[src/rtl/borrow_select_subtractor_64_seq.sv]
// Multi-cycle subtractor: diff = in1 - in2 - bin, one SLICE_W-bit slice per clock.
// Each slice precomputes both borrow-in candidates; a registered borrow picks one.
module borrow_select_subtractor_64_seq #(
   parameter int WIDTH   = 64,
   parameter int SLICE_W = 16
) (
   input  logic             clk,
   input  logic             rst,
   input  logic             in_valid,
   output logic             in_ready,
   input  logic [WIDTH-1:0] in1,
   input  logic [WIDTH-1:0] in2,
   input  logic             bin,
   output logic             out_valid,
   input  logic             out_ready,
   output logic [WIDTH-1:0] diff,
   output logic             bout,
   output logic             ovf
);

   localparam int NUM_SLICES = WIDTH / SLICE_W;
   localparam int CNT_W      = (NUM_SLICES > 1) ? $clog2(NUM_SLICES) : 1;
   localparam int OFF_W      = (WIDTH > 1) ? $clog2(WIDTH) : 1;
   localparam logic [CNT_W-1:0] LAST_SLICE = CNT_W'(NUM_SLICES - 1);

   typedef enum logic [1:0] {
      IDLE = 2'd0,
      CALC = 2'd1,
      DONE = 2'd2
   } state_t;

   state_t             state_r;
   state_t             state_next;
   logic               accept_s;
   logic               last_s;

   logic [WIDTH-1:0]   a_r;
   logic [WIDTH-1:0]   b_r;
   logic               borrow_r;
   logic [CNT_W-1:0]   cnt_r;

   logic [OFF_W-1:0]   off_s;
   logic [SLICE_W-1:0] slice_a_s;
   logic [SLICE_W-1:0] slice_b_s;
   logic [SLICE_W:0]   d0_s;
   logic [SLICE_W:0]   d1_s;
   logic [SLICE_W:0]   sel_s;
   logic               ovf_s;

   // Next-state decode and handshake/last-slice strobes.
   always_comb begin
      state_next = state_r;
      accept_s   = 1'b0;
      last_s     = 1'b0;
      case (state_r)
         IDLE: begin
            if (in_valid && in_ready) begin
               accept_s   = 1'b1;
               state_next = CALC;
            end else begin
               state_next = IDLE;
            end
         end
         CALC: begin
            if (cnt_r == LAST_SLICE) begin
               last_s     = 1'b1;
               state_next = DONE;
            end else begin
               state_next = CALC;
            end
         end
         DONE: begin
            if (out_ready) begin
               state_next = IDLE;
            end else begin
               state_next = DONE;
            end
         end
         default: begin
            state_next = IDLE;
         end
      endcase
   end

   // Slice datapath: both borrow-in candidates, bit SLICE_W of each is its borrow-out.
   always_comb begin
      off_s     = OFF_W'(32'(cnt_r) * SLICE_W);
      slice_a_s = a_r[off_s +: SLICE_W];
      slice_b_s = b_r[off_s +: SLICE_W];
      d0_s      = {1'b0, slice_a_s} - {1'b0, slice_b_s};
      d1_s      = d0_s - {{SLICE_W{1'b0}}, 1'b1};
      if (borrow_r) begin
         sel_s = d1_s;
      end else begin
         sel_s = d0_s;
      end
      ovf_s = (a_r[WIDTH-1] ^ b_r[WIDTH-1]) & (a_r[WIDTH-1] ^ sel_s[SLICE_W-1]);
   end

   // State register with registered handshake outputs derived from the next state.
   always_ff @(posedge clk or posedge rst) begin
      if (rst) begin
         state_r   <= IDLE;
         in_ready  <= 1'b1;
         out_valid <= 1'b0;
      end else begin
         state_r   <= state_next;
         in_ready  <= (state_next == IDLE);
         out_valid <= (state_next == DONE);
      end
   end

   // Operand capture, borrow chain and slice-by-slice result write-back.
   always_ff @(posedge clk or posedge rst) begin
      if (rst) begin
         a_r      <= {WIDTH{1'b0}};
         b_r      <= {WIDTH{1'b0}};
         borrow_r <= 1'b0;
         cnt_r    <= {CNT_W{1'b0}};
         diff     <= {WIDTH{1'b0}};
         bout     <= 1'b0;
         ovf      <= 1'b0;
      end else begin
         case (state_r)
            IDLE: begin
               if (accept_s) begin
                  a_r      <= in1;
                  b_r      <= in2;
                  borrow_r <= bin;
                  cnt_r    <= {CNT_W{1'b0}};
               end
            end
            CALC: begin
               diff[off_s +: SLICE_W] <= sel_s[SLICE_W-1:0];
               borrow_r               <= sel_s[SLICE_W];
               if (last_s) begin
                  bout  <= sel_s[SLICE_W];
                  ovf   <= ovf_s;
                  cnt_r <= {CNT_W{1'b0}};
               end else begin
                  cnt_r <= cnt_r + {{(CNT_W-1){1'b0}}, 1'b1};
               end
            end
            DONE: begin
               borrow_r <= borrow_r;
            end
            default: begin
               cnt_r <= {CNT_W{1'b0}};
            end
         endcase
      end
   end

endmodule

[config.mk]
export PLATFORM = sky130hd
export DESIGN_NAME = borrow_select_subtractor_64_seq
export DESIGN_NICKNAME = d
export VERILOG_FILES = /design/src/rtl/borrow_select_subtractor_64_seq.sv
export SDC_FILE = /design/constraint.sdc
export NUM_CORES = 1
export LEC_CHECK = 0
export CAP_MARGIN = 20
export CORE_MARGIN = 5
export CORE_UTILIZATION = 54
export CTS_CLUSTER_DIAMETER = 150
export DETAILED_ROUTE_END_ITERATION = 10
export PLACE_DENSITY = 0.84
export REMOVE_ABC_BUFFERS = 1
export SYNTH_ARGS = -nofsm -noshare
export SYNTH_HDL_FRONTEND = slang
export SYNTH_SLANG_ARGS = --single-unit
[constraint.sdc]
create_clock -name clk -period 16.05 [get_ports clk]
set_input_delay 1.605 -clock clk [delete_from_list [all_inputs] [get_ports clk]]
set_output_delay 1.605 -clock clk [all_outputs]
set_load 0.03 [all_outputs]
# After elaboration in Yosys (flattened, before gate mapping)
# Index checks and enable logic that the tools add are counted.
# op_classes
n_mux,15
n_reduce_logical,8
n_shift,4
eq_ne,5
n_addsub,4
n_bitwise,4
# ops
operator,n
$shiftx A64 B7 Y16,2
$bwmux W64,1
$shift A16 B8 Y64 const A,1
$shiftx A16 B8 Y64,1
$mux W17,1
$sub A16 B16 Y17,1
$sub A17 B1 Y17 const B,1
$pmux W2 S3,2
$mux W2,4
$neg A6 Y8,1
$reduce_and A2 Y1,4
$eq A2 B2 Y1 const B,3
$mux W1,6
$logic_not A2 Y1,2
$add A2 B1 Y2 const B,1
$eq A2 B1 Y1 const B,1
$ne A2 B2 Y1 const B,1
$pmux W1 S2,1
$reduce_bool A2 Y1,1
$xor A1 B1 Y1,2
$and A1 B1 Y1,1
$logic_and A1 B1 Y1,1
$not A1 Y1,1
# word_totals
input_bits,133
word_cells,50
ff_bits,201

# Logic depth before layout (Yosys ltp)
# Gate-level depths: netlist (run 1).
# depth
word_depth,6
mapped_depth,15
ltp_nobuf,13

# Least setup slack after synthesis (run 1)
# OpenSTA, ideal clock, no wires.
# synth_timing
path_type,reg-to-reg
startpoint,reg cnt_r[0]
endpoint,reg bout
arrival_time_ns,4.481
t_required_ns,15.925
path_slack_ns,11.445
path_stages_with_launch,14
path_buffers,2
path_cell_list,dfrtp_1 clkbuf_1 buf_1 mux4_2 ha_1 fa_1 ha_1 nand2_1 or3b_4 or4_4 nand4b_4 nor4_2 xnor2_1 o21ai_1
# synth_via
elab_chain_len,4
word_cells_on_any_way,9
# synth_rtl
item,line_no,source
"start, declared",40,logic [CNT_W-1:0] cnt_r;
"start signal, assigned",119,cnt_r <= {CNT_W{1'b0}};
"start signal, assigned",130,cnt_r <= {CNT_W{1'b0}};
"start signal, assigned",139,cnt_r <= {CNT_W{1'b0}};
$shiftx A64 B7 Y16 (tied with other cells),88,slice_a_s = a_r[off_s +: SLICE_W];
$sub A16 B16 Y17 or $mux W1 (tied branches),"90, 65",
$sub A17 B1 Y17 or $mux W1 (tied branches),"91, 55",
$mux W17 or $reduce_and A2 Y1 (tied branches),--,
"end signal, assigned",137,bout <= sel_s[SLICE_W];
"end, declared",17,"output logic bout,"
# Parallel ways exist; a longest one is shown, timed or not.
# A chain may end at the register's enable or synchronous reset.

# Worst setup path after layout (run 1)
# layout_timing
startpoint,reg cnt_r[0]
endpoint,reg ovf
# layout_via
elab_chain_len,6
word_cells_on_any_way,11
# layout_rtl
item,line_no,source
"$shiftx A64 B7 Y16, on equally long branches","88, 89",
$sub A16 B16 Y17,90,"d0_s = {1'b0, slice_a_s} - {1'b0, slice_b_s};"
$sub A17 B1 Y17,91,"d1_s = d0_s - {{SLICE_W{1'b0}}, 1'b1};"
$mux W17,92,if (borrow_r) begin
$xor A1 B1 Y1,97,ovf_s = (a_r[WIDTH-1] ^ b_r[WIDTH-1]) & (a_r[WIDTH-1] ^ sel_s[SLICE_W-1]);
$and A1 B1 Y1,97,
"end signal, assigned",138,ovf <= ovf_s;
"end, declared",18,output logic ovf
# Parallel ways exist; a longest one is shown, timed or not.

==> flow_summary.ini, run 1 <==
[clock_tree]
postCtsSetupBuffers = 0
root_buffer = clkbuf_16
cts_tree = done
cts_hold_buf = 0
cts_sinks = 201
cts-buffers-inserted = 21
cts.htree.levels = 1
ctsResizeCount = 0
insertion_delay_ns = 0.49
clockBufferDepth = 3
clkSlewWorstSetupHoldPaths_ns = 0.06

[worst_setup_path]
cpMostUsedCell = nand4_1
slowest_stage = dfrtp_2
path_max_fanout = 21
cp-start-kind = flip-flop
worstReg2RegStart = cnt_r[0]
critPathRequiredTime_ns = 16.42
slowest_delay_ns = 0.73
regToRegSetupSlack_ns = 11.26
rr_endpoint = ovf
path_class = reg -> reg
path_buf_inv = 1
arrival_ns = 5.16
cp-end-kind = flip-flop
path_cells = buf_4, mux4_2, ha_1, fa_1, xor2_1, nand4_1, a2111o_1, nor4b_1, nand4_1, nor3_1, nor4_1, o31a_1
ff2ff_path_depth = 12
path_delay_family = simple AND/OR/NAND/NOR gates

[floorplanning]
dieHeight_um = 143
die_w_um = 143
rows = 48
ios = 201
coreArea_mm2 = 0.0173
start_util = 0.549
die-area_mm2 = 0.0204

[synthesis]
syn-cell-area_mm2 = 0.00950
avgSynthCellArea_um2 = 12.6
async_reset_ff_frac = 1.00
synth_seq_cells = 201
synth_ff_type = dfrtp_1
yosysUniqueCellTypes = 53
yosys_warnings = 0
ys_seq_area_frac = 0.529
synth-edff-count = 0
syn_inst = 754

[sta]
fin_crit_ns = 4.79
tns_ns = 0
slew_violations = 0
rsz0062_at_grt = false
hold_slack_ns = 0.478
finalHoldViolations = 0
slew_headroom = 0.275
fin_crit_sh = 0.299
skew_ns = 0.0171
fin_ws_ns = 11.26
timing.fmax_mhz = 209
tightest_slew_ns = 1.09
setup_viol = 0

[route]
drt-total-wl_mm = 22.7
firstDrtPassIters = 5
viasPerCell = 5.71
wl_per_cell_um = 19.2
drc = 0
vias = 6740
drtAntennaViolNets = 0
drtIter0Drc = 307

[hold_path]
worstHoldStart = diff[16]
min_path_cells = 2
hold-path-endpoint = diff[16]
hold_path.class = reg -> reg

[layout]
drive_gt1_frac = 0.219
area_delta_synth_final_pct = 29.5
layout.nets = 1102
multi_input_area_mm2 = 0.00425
diodes = 0
regArea_mm2 = 0.00503
fillerInstances = 1224

[place]
dpl.hpwl_mm = 16.5
port_buffers = 200
gp_congestion = 0.823
pre_cts_ws_ns = 11.18

[run_status]
status = completed

[grt]
grt_util_all_layers = 0.223
antenna_found_initial = 0
grt_pass1_wl_mm = 36.4
grt_max_degree = 129
grt_overflow = 0
first_global_vias = 6908

[job]
cap_viol_max_count = 0
## worst max path at each step
stage / start / end / slack, ns / cells after the start
3_3_place_gp: cnt_r[0] / ovf / 11.32 / 12
4_1_cts: cnt_r[0] / ovf / 11.19 / 12
3_5_place_dp: cnt_r[0] / ovf / 11.18 / 12
2_1_floorplan: in_valid / a_r[0] / 4.55 / 3
6_report: cnt_r[0] / ovf / 11.26 / 12
5_1_grt: cnt_r[0] / ovf / 10.90 / 12
## routing by layer
metal | GRT usage | vias up | wire length (um)
met3 | 0.0469 | 32 | 1810
met4 | 0.0435 | 0 | 352
met1 | 0.309 | 3353 | 9450
li1 | - | 3098 | -
met5 | 0 | - | 0
met2 | 0.372 | 257 | 11100
## cells by family (layout without fill, tap and decap cells)
family / after synthesis / after routing / synth area share
adders and majority gates: 24 / 24 / 0.0324
DFF: 201 / 201 / 0.529
buffers and inverters: 60 / 262 / 0.0238
muxes: 162 / 162 / 0.230
and+or+nand+nor: 159 / 159 / 0.0806
xor gates and xnor gates: 23 / 23 / 0.0212
AOI/OAI and AO/OA: 125 / 125 / 0.0828
## state kept, by name (all words and copies together) (netlist names)
name,count
a_r,64
b_r,64
borrow_r,1
bout,1
cnt_r,2
diff,64
in_ready,1
out_valid,1
ovf,1
state_r,2
## per-stage QoR
step	util	cell area, um^2	cells
global placement	0.676	11700	1147
CTS	0.712	12300	1181
finish	0.712	12300	1181
floorplan	-	9360	717
global route	0.712	12300	1181
detailed placement	0.676	11700	1147
## worst register-to-register path: cells and delay by family (launching register included)
kind                     cells  cell delay [ns]
AO/OA/AOI/OAI                2             0.73
adder cells (fa/ha/maj)      2             0.66
flip-flops                   1             0.73
buffers and inverters        1             0.48
multiplexers                 1             0.56
XOR/XNOR                     1             0.27
AND/OR/NAND/NOR              5             1.26
## layout by cell type, fill, tap and decap left out, types with 7 or more instances in the layout
cell and instances:
dfrtp_1 198, mux4_2 32, o21ai_0 48, xnor2_1 15
o21ai_1 14, a21oi_1 19, nand2_1 74, ha_1 23
nor2_1 25, inv_1 22, clkbuf_16 21, xor2_1 8
nand2b_1 9, nor3_1 11, mux2_2 129, nand3_1 7
a22o_1 17, clkdlybuf4s50_1 200
## Yosys cell counts (2+ instances only)
cell type	number	area share
a21oi_1	19	0.010
xor2_1	8	0.0074
nor2_1	25	0.0099
and2_1	4	0.0026
o21a_1	5	0.0040
o21ai_1	14	0.0074
or4_1	2	0.0016
mux2_2	129	0.15
inv_1	23	0.0091
nor4_1	2	0.0013
o2111ai_1	3	0.0028
nand4_1	4	0.0026
o21ai_0	48	0.025
or2_2	2	0.0013
nand2b_1	9	0.0059
a21oi_2	2	0.0018
dfrtp_1	200	0.53
nor3_1	12	0.0063
xnor2_1	15	0.014
buf_1	5	0.0020
nand3_1	7	0.0037
ha_1	23	0.030
a21o_1	2	0.0016
a211oi_1	2	0.0016
a22o_1	17	0.016
nand2_1	74	0.029
nor2b_1	4	0.0026
nand3b_1	2	0.0016
mux4_2	32	0.076
or3_1	5	0.0033
o211ai_1	3	0.0024
clkbuf_1	31	0.012
## final cells by class
| cell class | count | share of cell area |
|---|---|---|
| clock buffers | 28 | 0.0465 |
| multi-input cells | 493 | 0.345 |
| repair buffers | 205 | 0.166 |
| flip-flops and latches | 201 | 0.409 |
| well taps | 225 | 0.0229 |
| inverters | 23 | 0.00762 |
| clock inverters | 6 | 0.00305 |
Power of run 1 is left out: the tool's default activity adds up to more than one toggle a clock period on the data nets, which glitch-free logic cannot reach.
==> run 2: changes to the inputs <==
--- a/config.mk
+++ b/config.mk
@@ -7,10 +7,10 @@
 export LEC_CHECK = 0
 export CAP_MARGIN = 20
 export CORE_MARGIN = 5
-export CORE_UTILIZATION = 54
+export CORE_UTILIZATION = 46
 export CTS_CLUSTER_DIAMETER = 150
 export DETAILED_ROUTE_END_ITERATION = 10
-export PLACE_DENSITY = 0.84
+export PLACE_DENSITY = 0.76
 export REMOVE_ABC_BUFFERS = 1
 export SYNTH_ARGS = -nofsm -noshare
 export SYNTH_HDL_FRONTEND = slang
==> constraint.sdc (replaced) <==
create_clock -name clk -period 3.9 [get_ports clk]
set_input_delay 0.39 -clock clk [delete_from_list [all_inputs] [get_ports clk]]
set_output_delay 0.39 -clock clk [all_outputs]
set_load 0.03 [all_outputs]
==> run 2 against run 1 <==
Net effect:
- die area grew 16%
- via count grew 1.3%
- highest routed layer unchanged
- non-clock buffer count increased by 34
- core utilization is 7.4 points lower
- worst setup slack lost 11 ns
- largest cell class unchanged
- critical path type unchanged
- final cell count rose by 7.1%
- count of clock-buffer cells in the layout increased by 3
- sequential share of layout area fell by 2.0 points
- critical endpoint unchanged
- wire length grew 1.4%
==> flow_summary.ini, run 2 (synthesis results as in run 1) <==
[grt]
grt_overflow = 0
grt_pass1_wl_mm = 37.2
grt_max_degree = 131
antenna_found_initial = 0
grt_util_all_layers = 0.190
first_global_vias = 7217

[run_status]
status = completed

[worst_setup_path]
critPathRequiredTime_ns = 4.27
path_cells = buf_12, mux4_2, inv_2, ha_4, nor2b_4, o2111a_1, or3_4, a2111o_1, nor4b_2, nand4_1, o21a_1, o211a_1, o31a_1
ff2ff_path_depth = 13
worstReg2RegStart = cnt_r[0]
slowest_delay_ns = 0.54
cp-end-kind = flip-flop
path_delay_family = compound AO/OA/AOI/OAI gates
regToRegSetupSlack_ns = 0.05
rr_endpoint = ovf
arrival_ns = 4.22
path_class = reg -> reg
cp-start-kind = flip-flop
slowest_stage = mux4_2
path_buf_inv = 2
path_max_fanout = 6

[layout]
multi_input_area_mm2 = 0.00442
diodes = 0
largestRegisters = a_r x64, b_r x64, diff x64
fin_util = 0.638
regArea_mm2 = 0.00503
fillerInstances = 1587
drive_gt1_frac = 0.273
layout.nets = 1137
final_cell_mix = clkdlybuf4s50_1, dfrtp_1, mux2_2, nand2_1, o21ai_0
area_delta_synth_final_pct = 36.3
final_common_cell = clkdlybuf4s50_1

[clock_tree]
insertion_delay_ns = 0.50
cts-buffers-inserted = 22
clockBufferDepth = 3
cts_tree = done
root_buffer = clkbuf_16
clkSlewWorstSetupHoldPaths_ns = 0.06
cts_hold_buf = 0
cts.htree.levels = 1
cts_sinks = 201

[sta]
slew_headroom = 0.503
tightest_slew_ns = 0.738
slew_violations = 0
fin_crit_ns = 3.85
rsz0062_at_grt = true
skew_ns = 0.0159
finalHoldViolations = 0
timing.fmax_mhz = 260
fin_crit_sh = 0.988
setup_viol = 0

[route]
drtIter0Drc = 280
drc = 0
wl_per_cell_um = 18.2
drtAntennaViolNets = 0
viasPerCell = 5.40
firstDrtPassIters = 4
drt-total-wl_mm = 23.0
vias = 6826

[place]
port_buffers = 200
gp_congestion = 0.876
dpl.hpwl_mm = 16.8

[floorplanning]
start_util = 0.468
rows = 52
dieHeight_um = 154
ios = 201
die_w_um = 154
die-area_mm2 = 0.0236
coreArea_mm2 = 0.0203

[job]
cap_viol_max_count = 0

[hold_path]
hold_path.class = in -> async
## run 2: metrics by stage
stage,TNS [ns],worst slack [ns],cell area (um^2),hold slack [ns],cells
finish,0,0.0482,12900,0.397,1265
global route,-0.605,-0.0937,12900,0.473,1265
CTS,-0.0108,-0.0108,12700,0.431,1263
detailed placement,-0.254,-0.0598,12000,0.471,1223
global placement,0,0.00347,12000,0.462,1223
floorplan,-1276.85,-6.64,9360,0.476,717
## run 2: layout make-up
cell class,instances,area share
multi-input combinational,493,0.341
tap,270,0.0261
clock inverter,8,0.00522
inverter,23,0.00725
sequential,201,0.389
timing repair buffer,239,0.183
clock buffer,31,0.0483
## run 2: how the worst max path moves through the flow
stage / depth (start not counted) / end / start
6_report: 13 / ovf / cnt_r[0]
3_3_place_gp: 12 / ovf / cnt_r[0]
5_1_grt: 13 / ovf / cnt_r[0]
4_1_cts: 13 / ovf / cnt_r[0]
2_1_floorplan: 3 / a_r[0] / in_ready
3_5_place_dp: 12 / ovf / cnt_r[0]
## run 2: per-layer routing
metal | part of all wire | GRT usage | up-vias
li1 | - | - | 3167
met1 | 0.44 | 0.259 | 3397
met2 | 0.48 | 0.317 | 221
met3 | 0.061 | 0.0402 | 41
met4 | 0.019 | 0.0383 | 0
met5 | 0 | 0 | -
## run 2: repair_timing
action / CTS / global route
endpoints found under the setup margin: 9 / 24
buffers inserted: 1 / 1
gates resized for setup: 5 / 37
cloned: 0 / 1
pin swaps: 1 / 15
Power of run 2 is left out for the same reason.
